===== src/rtl/cache_pkg.sv =====
// Shared types and helpers for the cache miss controller: FSM state encoding,
// load/store mode encodings and a constant-foldable clog2.
package cache_pkg;

  typedef enum logic [2:0] {
    S_IDLE    = 3'd0,
    S_SWAP    = 3'd1,
    S_RD_REQ  = 3'd2,
    S_RD_WAIT = 3'd3,
    S_RETRY   = 3'd4,
    S_WR_REQ  = 3'd5
  } cache_ctrl_state_t;

  localparam logic [2:0] MODE_LB  = 3'b000;
  localparam logic [2:0] MODE_LH  = 3'b001;
  localparam logic [2:0] MODE_LW  = 3'b010;
  localparam logic [2:0] MODE_LBU = 3'b011;
  localparam logic [2:0] MODE_LHU = 3'b100;
  localparam logic [2:0] MODE_SB  = 3'b101;
  localparam logic [2:0] MODE_SHW = 3'b110;
  localparam logic [2:0] MODE_SW  = 3'b111;

  function automatic int clog2(input int value);
    int r;
    r = 0;
    while ((32'sd1 <<< r) < value) begin
      r = r + 1;
    end
    return r;
  endfunction

endpackage


===== src/rtl/cache_refill_counter.sv =====
// Word-beat counter for block refills; clear has priority over increment and
// last_o flags the final beat of the block.
module cache_refill_counter #(
  parameter int Beats = 4,
  parameter int BeatW = 2
) (
  input  logic             clk,
  input  logic             rst_n,
  input  logic             clr_i,
  input  logic             inc_i,
  output logic [BeatW-1:0] beat_o,
  output logic             last_o
);

  logic [BeatW-1:0] beat_q;
  logic [BeatW-1:0] beat_d;

  always_comb begin
    beat_d = beat_q;
    if (clr_i) begin
      beat_d = '0;
    end else if (inc_i) begin
      beat_d = beat_q + BeatW'(1);
    end else begin
      beat_d = beat_q;
    end
  end

  always_ff @(posedge clk) begin
    if (!rst_n) begin
      beat_q <= '0;
    end else begin
      beat_q <= beat_d;
    end
  end

  assign beat_o = beat_q;
  assign last_o = (beat_q == BeatW'(Beats - 1));

endmodule


===== src/rtl/cache_miss_controller.sv =====
// Miss-handling FSM between a stalling single-cycle core, a direct-mapped cache
// with victim cache, and word-wide main memory. Stores are write-through.
module cache_miss_controller
  import cache_pkg::*;
#(
  parameter int Width     = 32,
  parameter int BlockSize = 16,
  parameter int CntWidth  = 16
) (
  input  logic                                clk,
  input  logic                                rst_n,
  input  logic                                Cpu_Req,
  input  logic                                Cpu_WE,
  input  logic [2:0]                          Cpu_Mode,
  input  logic [Width-1:0]                    Cpu_Address,
  input  logic [Width-1:0]                    Cpu_Data_IN,
  output logic                                Cpu_Stall,
  output logic                                Cpu_Done,
  input  logic                                Cache_Hit,
  input  logic                                Victim_Hit,
  output logic                                Cache_EN_W,
  output logic                                Cache_Swap,
  output logic                                Cache_Fill,
  output logic [((clog2(BlockSize/4) > 0) ? clog2(BlockSize/4) : 1)-1:0] Cache_Fill_Beat,
  output logic [Width-1:0]                    Cache_Fill_Data,
  output logic                                Mem_Req,
  output logic                                Mem_WE,
  output logic [Width-1:0]                    Mem_Addr,
  output logic [Width-1:0]                    Mem_WData,
  output logic [2:0]                          Mem_Mode,
  input  logic                                Mem_Ack,
  input  logic                                Mem_RValid,
  input  logic [Width-1:0]                    Mem_RData,
  output logic [CntWidth-1:0]                 Hit_Count,
  output logic [CntWidth-1:0]                 Miss_Count
);

  localparam int OffW  = clog2(BlockSize);
  localparam int Beats = BlockSize / 4;
  localparam int BeatW = (clog2(Beats) > 0) ? clog2(Beats) : 1;

  cache_ctrl_state_t state_q, state_d;
  logic [CntWidth-1:0] hit_q, miss_q;
  logic [BeatW-1:0]    beat_s;
  logic                last_s, beat_clr_s, beat_inc_s, hit_inc_s, miss_inc_s;
  logic                eval_s, first_s;
  logic [Width-1:0]    blk_addr_s;

  // RETRY re-evaluates unconditionally; only the first look-up is counted.
  assign first_s    = (state_q == S_IDLE);
  assign eval_s     = (first_s && Cpu_Req) || (state_q == S_RETRY);
  assign blk_addr_s = {Cpu_Address[Width-1:OffW], {OffW{1'b0}}} | (Width'(beat_s) << 2);

  cache_refill_counter #(.Beats(Beats), .BeatW(BeatW)) u_beat (
    .clk    (clk),
    .rst_n  (rst_n),
    .clr_i  (beat_clr_s),
    .inc_i  (beat_inc_s),
    .beat_o (beat_s),
    .last_o (last_s)
  );

  always_ff @(posedge clk) begin
    if (!rst_n) begin
      state_q <= S_IDLE;
      hit_q   <= '0;
      miss_q  <= '0;
    end else begin
      state_q <= state_d;
      if (hit_inc_s)  hit_q  <= hit_q + CntWidth'(1);
      if (miss_inc_s) miss_q <= miss_q + CntWidth'(1);
    end
  end

  always_comb begin
    state_d = state_q;
    case (state_q)
      S_IDLE, S_RETRY: begin
        if (!eval_s)          state_d = S_IDLE;
        else if (Cpu_WE)      state_d = S_WR_REQ;
        else if (Cache_Hit)   state_d = S_IDLE;
        else if (Victim_Hit)  state_d = S_SWAP;
        else                  state_d = S_RD_REQ;
      end
      S_SWAP:    state_d = S_RETRY;
      S_RD_REQ:  state_d = Mem_Ack ? S_RD_WAIT : S_RD_REQ;
      S_RD_WAIT: begin
        if (!Mem_RValid)  state_d = S_RD_WAIT;
        else if (last_s)  state_d = S_RETRY;
        else              state_d = S_RD_REQ;
      end
      S_WR_REQ:  state_d = Mem_Ack ? S_IDLE : S_WR_REQ;
      default:   state_d = S_IDLE;
    endcase
  end

  always_comb begin
    Cpu_Done        = 1'b0;
    Cache_EN_W      = 1'b0;
    Cache_Swap      = 1'b0;
    Cache_Fill      = 1'b0;
    Cache_Fill_Beat = '0;
    Cache_Fill_Data = '0;
    Mem_Req         = 1'b0;
    Mem_WE          = 1'b0;
    Mem_Addr        = '0;
    Mem_WData       = '0;
    Mem_Mode        = 3'b000;
    beat_clr_s      = 1'b0;
    beat_inc_s      = 1'b0;
    hit_inc_s       = 1'b0;
    miss_inc_s      = 1'b0;
    case (state_q)
      S_IDLE, S_RETRY: begin
        if (!eval_s) begin
          beat_clr_s = 1'b0;
        end else if (Cpu_WE) begin
          Cache_EN_W = Cache_Hit;
          hit_inc_s  = first_s && Cache_Hit;
          miss_inc_s = first_s && !Cache_Hit;
        end else if (Cache_Hit) begin
          Cpu_Done  = 1'b1;
          hit_inc_s = first_s;
        end else begin
          miss_inc_s = first_s;
          beat_clr_s = !Victim_Hit;
        end
      end
      S_SWAP: Cache_Swap = 1'b1;
      S_RD_REQ: begin
        Mem_Req  = 1'b1;
        Mem_Addr = blk_addr_s;
      end
      S_RD_WAIT: begin
        if (Mem_RValid) begin
          Cache_Fill      = 1'b1;
          Cache_Fill_Beat = beat_s;
          Cache_Fill_Data = Mem_RData;
          beat_clr_s      = last_s;
          beat_inc_s      = !last_s;
        end else begin
          Cache_Fill = 1'b0;
        end
      end
      S_WR_REQ: begin
        Mem_Req   = 1'b1;
        Mem_WE    = 1'b1;
        Mem_Addr  = Cpu_Address;
        Mem_WData = Cpu_Data_IN;
        Mem_Mode  = Cpu_Mode;
        Cpu_Done  = Mem_Ack;
      end
      default: Cpu_Done = 1'b0;
    endcase
  end

  assign Cpu_Stall  = Cpu_Req & ~Cpu_Done;
  assign Hit_Count  = hit_q;
  assign Miss_Count = miss_q;

endmodule


===== config.mk =====
export PLATFORM = sky130hd
export DESIGN_NAME = cache_miss_controller
export DESIGN_NICKNAME = d
export VERILOG_FILES = /design/src/rtl/cache_pkg.sv /design/src/rtl/cache_refill_counter.sv /design/src/rtl/cache_miss_controller.sv
export SDC_FILE = /design/constraint.sdc
export NUM_CORES = 1
export LEC_CHECK = 0
export BUFFER_PORTS_ARGS = -buffer_cell sky130_fd_sc_hd__buf_4
export CORE_AREA = 2 2 95 97
export DETAILED_ROUTE_END_ITERATION = 8
export DIE_AREA = 0 0 97 99
export GPL_TIMING_DRIVEN = 0
export PLACE_DENSITY = 0.68
export RECOVER_POWER = 50
export SYNTH_ARGS = -nofsm -noshare
export SYNTH_HDL_FRONTEND = slang
export SYNTH_SLANG_ARGS = --single-unit

===== constraint.sdc =====
create_clock -name clk -period 5.7 [get_ports clk]
set_input_delay 0 -clock clk [delete_from_list [all_inputs] [get_ports clk]]
set_output_delay 0 -clock clk [all_outputs]
set_load 0.01 [all_outputs]

==> reports/summary.txt <==
Outcome - finished clean
CTS tree - yes
PostCTS Resize Cnt - 0
Wire per inst - 14.41 µm
Period utilization - 0.4663
# fillers - 874
Hold depth - 3
Io pins - 247
Async S/R FF share, synth - 0
Core area - 8551 µm²
WL met3 - 1.058 mm
Die Y - 99 µm
Mapped Area - 2531 µm²
Die width - 97 µm
Crit start category - flip-flop
Fin nets - 698
Port bufs - 245
Slew @ Worst Pin - 0.5455 ns
Post-Syn Nets - 446
Worst R2R End - Miss_Count[15]$_SDFFE_PN0P_
Metal-1 WL - 3.849 mm
Max transition margin - 0.6316
Leak - 2.016 nW
Initial DRC count - 78
Setup TNS - 0 ns
Largest net degree at the start of global routing - 12
Post-DP HPWL - 8.348 mm
DR vias - 3,237
Share of layout cells above drive strength 1 - 0.3616
Instance count of the mapped netlist - 336
Unrepaired setup endpoints after global routing - false
CP max FO - 10
Worst Path Arrival - 2.89 ns
Power per cell area - 140.3 nW/µm²
Yosys warns - 0
Syn avg cell area - 7.533 µm²
Register area share after synthesis - 0.2926
Max_cap viols - 0
Worst Hold End - state_q[1]$_SDFF_PN0_
Seq cells post-synth - 37
Register clock-pin slew on the reported worst setup and hold paths - 0.07 ns
Detail Route met2 WL - 5.014 mm
Cts hold-fix bufs - 0
Clock Tree Buf Depth - 2
Final GP Congestion - 0.8462
Ys flop type - dfxtp_1
First drt pass iteration count - 4
Number of routed nets with antenna violations - 0
Data required, critical path - 5.93 ns
Number of synthesized flops with an enable pin - 0
Initial antenna violation count - 0
Final WL - 10.05 mm
Die area - 9603 µm²
Placed cell area - 4506 µm²
Vias in the first global route - 3,188
Insertion delay to the later sink of the worst-skew pair - 0.29 ns
Total grt overflow - 0
Cell row count - 34
GRT Util Overall - 0.1950
RR Startpoint - state_q[0]$_SDFF_PN0_
Distinct cells, synth - 40
ANT cells - 0
TritonCTS Sinks - 37
WS Path Type - reg2reg
Highest metal used - met4
Max-slew violations - 0
DRC viols - 0
Setup violators final - 0
Worst-case reg-to-reg path depth - 7
Total CTS buffers - 5
Hold WS - 0.01082 ns
Starting Density - 0.2960
Final hold viol count - 0
Fmax - 376.2 MHz
H-tree levels - 2
Skew final - 0.002322 ns
Post-CTS setup buffers - 0
Min-Delay Startpoint - Victim_Hit
Tmin final - 2.658 ns
Reg2Reg Setup Slack - 3.04 ns
Hold Path Class - in2reg
Worst Setup End Kind - flip-flop
DR vias/cell - 4.644
Most frequent cells in the layout - 201 x buf_4, 67 x clkbuf_1, 58 x and2_1, 37 x dfxtp_1, 28 x nor2b_1
Most common cell after layout, fill and taps aside - buf_4
Power, Total - 621.4 µW
Peak VDD IR - 0.1032 mV
CTS root buf - clkbuf_8
Design Area, Final - 4428 µm²
First-pass GRT wire length - 15.58 mm
Syn-to-layout area delta - 74.94%
metrics by stage:
stage | util | cells | worst slack, ns
after floorplan | - | 336 | 3.504
after global placement | 0.5269 | 689 | 3.437
after detailed placement | 0.5269 | 689 | 3.431
after CTS | 0.5388 | 697 | 3.161
after global routing | 0.5179 | 697 | 2.878
final | 0.5179 | 697 | 3.042
worst max path at each step:
stage,cells past startpoint,slack [ns],startpoint,endpoint
after detailed placement,7,3.43,state_q[2]$_SDFF_PN0_,Miss_Count[15]$_SDFFE_PN0P_
after global routing,7,2.88,state_q[0]$_SDFF_PN0_,Miss_Count[15]$_SDFFE_PN0P_
after CTS,8,3.16,state_q[1]$_SDFF_PN0_,Mem_Addr[11]
final,7,3.04,state_q[0]$_SDFF_PN0_,Miss_Count[15]$_SDFFE_PN0P_
after floorplan,7,3.50,state_q[2]$_SDFF_PN0_,Miss_Count[15]$_SDFFE_PN0P_
after global placement,7,3.44,state_q[2]$_SDFF_PN0_,Miss_Count[15]$_SDFFE_PN0P_
flip-flops by register name (all words and copies together) (netlist names):
signal and cells:
Miss_Count 16, u_beat.beat_o 2, Hit_Count 16, state_q 3
where the power goes:
group          internal [mW]  switching, mW
Sequential             0.262        0.00334
Combinational         0.0845         0.0656
Clock                  0.109         0.0966
layer usage:
metal  GRT usage  up-vias
met4     0.03900        0
met2      0.3478      163
met1      0.2211     1432
met3     0.07872       10
li1            -     1632
met5           0        -
logic make-up (layout without fill, tap and decap cells):
logic type | after synthesis | after routing | share of synthesized area
simple gates | 204 | 204 | 0.4671
mux | 5 | 5 | 0.01977
compound gates | 34 | 34 | 0.08453
buf+inv | 35 | 288 | 0.05882
xor+xnor | 18 | 18 | 0.06228
flops | 37 | 37 | 0.2926
fa+ha+maj | 3 | 3 | 0.01483
Yosys cell counts, types with 2 or more instances:
cell | instances | area [µm²]
and2_1 | 71 | 444.2
dfxtp_1 | 37 | 740.7
nor2b_1 | 28 | 175.2
nor2_1 | 23 | 86.33
clkbuf_1 | 20 | 75.07
nand2_1 | 20 | 75.07
a21oi_1 | 15 | 75.07
nand3_1 | 12 | 60.06
inv_1 | 10 | 37.54
nand4_1 | 10 | 62.56
xnor2_1 | 10 | 87.58
nor4_1 | 8 | 50.05
xor2_1 | 8 | 70.07
or4_1 | 6 | 45.04
mux2i_1 | 5 | 50.05
o21ai_0 | 5 | 25.02
o31ai_1 | 5 | 37.54
or3_1 | 5 | 31.28
and3_1 | 4 | 25.02
nor3_1 | 4 | 20.02
a22o_1 | 3 | 26.28
ha_1 | 3 | 37.54
and3b_1 | 2 | 17.52
buf_2 | 2 | 10.01
buf_6 | 2 | 22.52
nand2b_1 | 2 | 12.51
nor3b_1 | 2 | 15.01
nor4b_1 | 2 | 17.52
worst max-delay path, cell delays in order, from the launching register on:
cell	delay (ns)
dfxtp_1	0.30
clkbuf_1	0.20
or4b_2	0.65
clkbuf_1	0.22
or3_1	0.38
clkbuf_1	0.21
or4_1	0.50
a21oi_1	0.15
area by class of cell:
cell class,instances,area [µm²],area share
clock buffer,7,96.34,0.02176
clock inverter,1,5.005,0.001130
multi-input combinational,264,1638,0.3699
inverter,11,41.29,0.009325
sequential,37,740.7,0.1673
tap,108,135.1,0.03052
timing repair buffer,245,1674,0.3781
buffer,24,97.59,0.02204
No activity file was read; power rests on OpenSTA's default activity.
